File: config.mk
export PLATFORM = sky130hd
export DESIGN_NAME = pipe_stage_regs
export DESIGN_NICKNAME = d
export VERILOG_FILES = /design/src/rtl/pipe_stage_regs.sv
export SDC_FILE = /design/constraint.sdc
export NUM_CORES = 1
export LEC_CHECK = 0
export ABC_AREA = 0
export ABC_CLOCK_PERIOD_IN_PS = 1000
export BUFFER_PORTS_ARGS = -buffer_cell sky130_fd_sc_hd__buf_2
export CORE_AREA = 2 2 265 267
export CTS_CLUSTER_SIZE = 30
export DETAILED_ROUTE_END_ITERATION = 6
export DIE_AREA = 0 0 267 269
export GPL_ROUTABILITY_DRIVEN = 0
export PLACE_DENSITY = 0.46
export SYNTH_ARGS = -nofsm -noshare
export SYNTH_HDL_FRONTEND = slang
export SYNTH_SLANG_ARGS = --single-unit
File: constraint.sdc
create_clock -name clk -period 1 [get_ports clk]
set_input_delay 0 -clock clk [delete_from_list [all_inputs] [get_ports clk]]
set_output_delay 0 -clock clk [all_outputs]
set_load 0.02 [all_outputs]
File: src/rtl/pipe_stage_regs.sv
// pipe_stage_regs: PC register and the IF/ID, ID/EX, EX/MEM, MEM/WB
// pipeline registers of the 5-stage MIPS core, with per-stage valid bits.
// Stall/flush requests come from the hazard unit.
// Optional performance counters are enabled by defining PIPE_PERF_CNT_EN.
module pipe_stage_regs #(
    parameter int              DW       = 32,
    parameter int              CW       = 8,
    parameter logic [DW-1:0]   RESET_PC = '0
) (
    input  logic          clk,
    input  logic          rst_n,
    input  logic          StallF,
    input  logic          StallD,
    input  logic          FlushD,
    input  logic          FlushE,
    input  logic [DW-1:0] PCNextF,
    output logic [DW-1:0] PCF,
    input  logic [DW-1:0] InstrF,
    input  logic [DW-1:0] PCPlus4F,
    output logic [DW-1:0] InstrD,
    output logic [DW-1:0] PCPlus4D,
    input  logic [CW-1:0] CtrlD,
    input  logic [DW-1:0] RD1D,
    input  logic [DW-1:0] RD2D,
    input  logic [DW-1:0] SignImmD,
    input  logic [4:0]    RsD,
    input  logic [4:0]    RtD,
    input  logic [4:0]    RdD,
    output logic [CW-1:0] CtrlE,
    output logic [DW-1:0] RD1E,
    output logic [DW-1:0] RD2E,
    output logic [DW-1:0] SignImmE,
    output logic [4:0]    RsE,
    output logic [4:0]    RtE,
    output logic [4:0]    RdE,
    input  logic          RegWriteE2,
    input  logic          MemToRegE2,
    input  logic          MemWriteE2,
    input  logic [DW-1:0] ALUOutE,
    input  logic [DW-1:0] WriteDataE,
    input  logic [4:0]    WriteRegE,
    output logic          RegWriteM,
    output logic          MemToRegM,
    output logic          MemWriteM,
    output logic [DW-1:0] ALUOutM,
    output logic [DW-1:0] WriteDataM,
    output logic [4:0]    WriteRegM,
    input  logic [DW-1:0] ReadDataM,
    output logic          RegWriteW,
    output logic          MemToRegW,
    output logic [DW-1:0] ReadDataW,
    output logic [DW-1:0] ALUOutW,
    output logic [4:0]    WriteRegW,
    output logic          ValidD,
    output logic          ValidE,
    output logic          ValidM,
    output logic          ValidW
`ifdef PIPE_PERF_CNT_EN
    ,
    output logic [31:0]   StallCnt,
    output logic [31:0]   FlushCnt,
    output logic [31:0]   RetireCnt
`endif
);

    logic [DW-1:0] pcF_q, pcF_d;
    logic [DW-1:0] instrD_q, instrD_d, pcPlus4D_q, pcPlus4D_d;
    logic          validD_q, validD_d;
    logic [CW-1:0] ctrlE_q, ctrlE_d;
    logic [DW-1:0] rd1E_q, rd1E_d, rd2E_q, rd2E_d, signImmE_q, signImmE_d;
    logic [4:0]    rsE_q, rsE_d, rtE_q, rtE_d, rdE_q, rdE_d;
    logic          validE_q, validE_d;
    logic          regWriteM_q, regWriteM_d, memToRegM_q, memToRegM_d;
    logic          memWriteM_q, memWriteM_d, validM_q, validM_d;
    logic [DW-1:0] aluOutM_q, aluOutM_d, writeDataM_q, writeDataM_d;
    logic [4:0]    writeRegM_q, writeRegM_d;
    logic          regWriteW_q, regWriteW_d, memToRegW_q, memToRegW_d;
    logic          validW_q, validW_d;
    logic [DW-1:0] readDataW_q, readDataW_d, aluOutW_q, aluOutW_d;
    logic [4:0]    writeRegW_q, writeRegW_d;

    // Fetch PC advances unless the hazard unit freezes fetch.
    always_comb begin
        pcF_d = StallF ? pcF_q : PCNextF;
    end

    // IF/ID: a stall outranks a flush so a held instruction is never lost.
    always_comb begin
        instrD_d   = instrD_q;
        pcPlus4D_d = pcPlus4D_q;
        validD_d   = validD_q;
        if (!StallD) begin
            if (FlushD) begin
                instrD_d   = '0;
                pcPlus4D_d = '0;
                validD_d   = 1'b0;
            end else begin
                instrD_d   = InstrF;
                pcPlus4D_d = PCPlus4F;
                validD_d   = 1'b1;
            end
        end
    end

    // ID/EX: a flush or a stalled decode stage injects a bubble with no control.
    always_comb begin
        validE_d   = 1'b0;
        ctrlE_d    = '0;
        rd1E_d     = '0;
        rd2E_d     = '0;
        signImmE_d = '0;
        rsE_d      = '0;
        rtE_d      = '0;
        rdE_d      = '0;
        if (!FlushE) begin
            validE_d   = validD_q & ~StallD;
            ctrlE_d    = validE_d ? CtrlD : '0;
            rd1E_d     = RD1D;
            rd2E_d     = RD2D;
            signImmE_d = SignImmD;
            rsE_d      = RsD;
            rtE_d      = RtD;
            rdE_d      = RdD;
        end
    end

    // EX/MEM and MEM/WB always advance; write enables are qualified by validity.
    always_comb begin
        validM_d     = validE_q;
        regWriteM_d  = RegWriteE2 & validE_q;
        memWriteM_d  = MemWriteE2 & validE_q;
        memToRegM_d  = MemToRegE2;
        aluOutM_d    = ALUOutE;
        writeDataM_d = WriteDataE;
        writeRegM_d  = WriteRegE;
        validW_d     = validM_q;
        regWriteW_d  = regWriteM_q & validM_q;
        memToRegW_d  = memToRegM_q;
        readDataW_d  = ReadDataM;
        aluOutW_d    = aluOutM_q;
        writeRegW_d  = writeRegM_q;
    end

    // All stage-boundary state, cleared asynchronously so nothing in flight survives reset.
    always_ff @(posedge clk or negedge rst_n) begin
        if (!rst_n) begin
            pcF_q        <= RESET_PC;
            instrD_q     <= '0;
            pcPlus4D_q   <= '0;
            validD_q     <= 1'b0;
            ctrlE_q      <= '0;
            rd1E_q       <= '0;
            rd2E_q       <= '0;
            signImmE_q   <= '0;
            rsE_q        <= '0;
            rtE_q        <= '0;
            rdE_q        <= '0;
            validE_q     <= 1'b0;
            regWriteM_q  <= 1'b0;
            memToRegM_q  <= 1'b0;
            memWriteM_q  <= 1'b0;
            validM_q     <= 1'b0;
            aluOutM_q    <= '0;
            writeDataM_q <= '0;
            writeRegM_q  <= '0;
            regWriteW_q  <= 1'b0;
            memToRegW_q  <= 1'b0;
            validW_q     <= 1'b0;
            readDataW_q  <= '0;
            aluOutW_q    <= '0;
            writeRegW_q  <= '0;
        end else begin
            pcF_q        <= pcF_d;
            instrD_q     <= instrD_d;
            pcPlus4D_q   <= pcPlus4D_d;
            validD_q     <= validD_d;
            ctrlE_q      <= ctrlE_d;
            rd1E_q       <= rd1E_d;
            rd2E_q       <= rd2E_d;
            signImmE_q   <= signImmE_d;
            rsE_q        <= rsE_d;
            rtE_q        <= rtE_d;
            rdE_q        <= rdE_d;
            validE_q     <= validE_d;
            regWriteM_q  <= regWriteM_d;
            memToRegM_q  <= memToRegM_d;
            memWriteM_q  <= memWriteM_d;
            validM_q     <= validM_d;
            aluOutM_q    <= aluOutM_d;
            writeDataM_q <= writeDataM_d;
            writeRegM_q  <= writeRegM_d;
            regWriteW_q  <= regWriteW_d;
            memToRegW_q  <= memToRegW_d;
            validW_q     <= validW_d;
            readDataW_q  <= readDataW_d;
            aluOutW_q    <= aluOutW_d;
            writeRegW_q  <= writeRegW_d;
        end
    end

    assign PCF        = pcF_q;
    assign InstrD     = instrD_q;
    assign PCPlus4D   = pcPlus4D_q;
    assign ValidD     = validD_q;
    assign CtrlE      = ctrlE_q;
    assign RD1E       = rd1E_q;
    assign RD2E       = rd2E_q;
    assign SignImmE   = signImmE_q;
    assign RsE        = rsE_q;
    assign RtE        = rtE_q;
    assign RdE        = rdE_q;
    assign ValidE     = validE_q;
    assign RegWriteM  = regWriteM_q;
    assign MemToRegM  = memToRegM_q;
    assign MemWriteM  = memWriteM_q;
    assign ALUOutM    = aluOutM_q;
    assign WriteDataM = writeDataM_q;
    assign WriteRegM  = writeRegM_q;
    assign ValidM     = validM_q;
    assign RegWriteW  = regWriteW_q;
    assign MemToRegW  = memToRegW_q;
    assign ReadDataW  = readDataW_q;
    assign ALUOutW    = aluOutW_q;
    assign WriteRegW  = writeRegW_q;
    assign ValidW     = validW_q;

`ifdef PIPE_PERF_CNT_EN
    logic [31:0] stallCnt_q, flushCnt_q, retireCnt_q;

    // Free-running event counters: decode stalls, effective decode flushes, retirements.
    always_ff @(posedge clk or negedge rst_n) begin
        if (!rst_n) begin
            stallCnt_q  <= '0;
            flushCnt_q  <= '0;
            retireCnt_q <= '0;
        end else begin
            if (StallD)           stallCnt_q  <= stallCnt_q + 32'd1;
            if (FlushD && !StallD) flushCnt_q <= flushCnt_q + 32'd1;
            if (validW_q)         retireCnt_q <= retireCnt_q + 32'd1;
        end
    end

    assign StallCnt  = stallCnt_q;
    assign FlushCnt  = flushCnt_q;
    assign RetireCnt = retireCnt_q;
`endif

endmodule
==> results.toml <==
[floorplanning]
start_util = 0.165
core_um2 = 69300
dieArea_um2 = 71800
die_h_um = 269
rows = 97
die-width_um = 267
ios = 687

[layout]
nets = 2261
stdcell_area_um2 = 24500
fill_cells = 6538
final_cell_mix = "408 x dlygate4sd3_1, 362 x buf_6, 356 x dfrtp_1"
drive_gt1_frac = 0.450
synthToLayoutAreaGrowth_pct = 115
instances_no_fill = 2906
n_antenna_cell = 0
utilization = 0.353
layout_commonest_cell = "dlygate4sd3_1"

[power]
p_leak_nw = 11.6
irDropWorstVdd_v = 0.00117
total_power_mw = 38.6
powerDensity_nw_per_um2 = 1580

[global_route]
grt_pass1_vias = 11409
track_usage = 0.120
grt_pass1_wl_um = 66000
antenna_found_initial = 0
overflow = 0
grt_max_degree = 67

[worst_setup_path]
crit_buf_inv = 1
critPathTopFamily = "flip-flops"
cp.arrival_ns = 1.16
cp_slowest_cell = "dfrtp_2"
required_ns = 1.00
reg2reg_depth = 3
r2r-start = "PCF[24]"
cpPeakStageDelay_ns = 0.46
crit_fanout = 2
r2r_slack_ns = -0.04
start_kind = "register"
r2r_end = "PCF[24]"
cp-end-kind = "output pin"
crit_type = "register to output pin"
crit_chain = "buf_6"

[logic_synthesis]
synth_seq_area_share = 0.794
ys_ff_latch = 362
yosys_warnings = 0
synthDistinctLibCells = 17
syn_inst = 744
syn_nets = 1069
avgSynthCellArea_um2 = 15.3
synth_area_um2 = 11400

[routing]
vias_per_cell = 3.53
drc_errors = 0
wl_um = 45900
num_vias = 10256
drtPass1Iterations = 4
wl_per_cell_um = 15.8
dr.first_iter.drc_count = 335
ant_nets = 0

[outcome]
status = "finished with violations"
violations = "negative setup slack"

[timing]
hold_viol = 0
finalMaxSlewViolations = 0
tightest_slew_ns = 0.559
fin_ws_ns = -0.162
clock.fmax_mhz = 861
finalCritPeriodShare = 1.16
fin_crit_ns = 1.16
finalSetupViolations = 375
skew_ns = 0.0135
slew_headroom = 0.626
grt_setup_unrepaired = "true"
hold_slack_ns = 0.0147
setup-tns-final_ns = -23.95

[clock_network]
clock_path_buffers = 3
root_buffer = "clkbuf_16"
clk_latency_ns = 0.55
cts_made_buffers = 40
tritoncts = "done"
cts_max_level = 2
path_clk_slew_ns = 0.06
clock_sinks = 362

[placement]
pre_cts_slack_ns = -0.0182
place_inst = 2370
place.port_buffers = 686
dpl.hpwl_um = 29900
placed_cell_area_um2 = 16300

[job]
max_cap_violations = 0

[hold_path]
worstHoldStart = "FlushD"
hold_path_end = "PCPlus4D[17]"
min_path_type = "primary input to register"
holdPathStages = 4
==> layer usage <==
| metal | GRT usage | wire (um) | vias up |
|---|---|---|---|
| met4 | 0.0478 | 1760 | 0 |
| met5 | 0 | 0 | - |
| met1 | 0.120 | 15700 | 4969 |
| met2 | 0.228 | 24700 | 465 |
| met3 | 0.0387 | 3760 | 90 |
| li1 | - | - | 4732 |
==> cells by family (layout without fill, tap and decap cells) <==
| group | Yosys count | after routing | share of synthesized area |
|---|---|---|---|
| flops | 362 | 362 | 0.794 |
| simple gates | 248 | 248 | 0.123 |
| buf+inv | 37 | 1259 | 0.0196 |
| compound gates | 65 | 65 | 0.0294 |
| mux | 32 | 32 | 0.0332 |
==> worst max path at each step <==
stage,startpoint,endpoint,depth (start not counted)
floorplan,ValidD,CtrlE[0],2
finish,ALUOutM[24],ALUOutM[24],1
global placement,ValidD,CtrlE[5],2
global route,ALUOutM[24],ALUOutM[24],1
CTS,RD1E[20],RD1E[20],1
detailed placement,ValidD,CtrlE[1],2
==> cell type report <==
| type | instances | area (um2) | share of cell area |
|---|---|---|---|
| repair buffers | 1187 | 10700 | 0.437 |
| flip-flops and latches | 362 | 9070 | 0.371 |
| multi-input cells | 345 | 2130 | 0.0870 |
| clock buffers | 58 | 1180 | 0.0482 |
| well taps | 940 | 1180 | 0.0481 |
| clock inverters | 14 | 230 | 0.00941 |
==> where the power goes <==
group / total [mW] / internal [mW] / switching, mW
logic: 6.76 / 3.83 / 2.93
registers: 16.1 / 15.5 / 0.586
clock network: 15.7 / 9.74 / 5.99
==> cell usage after synthesis <==
master,n,share of area
a21o_1,1,0.00066
a22o_1,2,0.0015
nor2_1,1,0.00033
o21ai_1,12,0.0053
o21ai_0,50,0.022
nand2b_1,62,0.034
and2_1,11,0.0060
buf_2,17,0.0075
nand2_1,62,0.020
nor3b_4,1,0.0016
buf_6,8,0.0079
dfrtp_1,362,0.79
mux2_2,27,0.027
clkbuf_1,9,0.0030
clkbuf_2,3,0.0013
nor2b_1,111,0.061
mux2_4,5,0.0066
==> state kept, by name (all words and copies together) (netlist names), 8 cells and up <==
register	flops
PCPlus4D	32
CtrlE	8
ALUOutM	32
SignImmE	32
RD1E	32
InstrD	32
RD2E	32
WriteDataM	32
PCF	32
ReadDataW	32
ALUOutW	32
==> what timing repair did <==
item | in CTS | in global routing
hold buffers | 408 | 1
setup endpoints to repair | 370 | 380
resized for setup | 729 | 4
hold endpoints to repair | 683 | 10
setup buffers | 31 | 25
No activity file was read; power rests on OpenSTA's default activity.
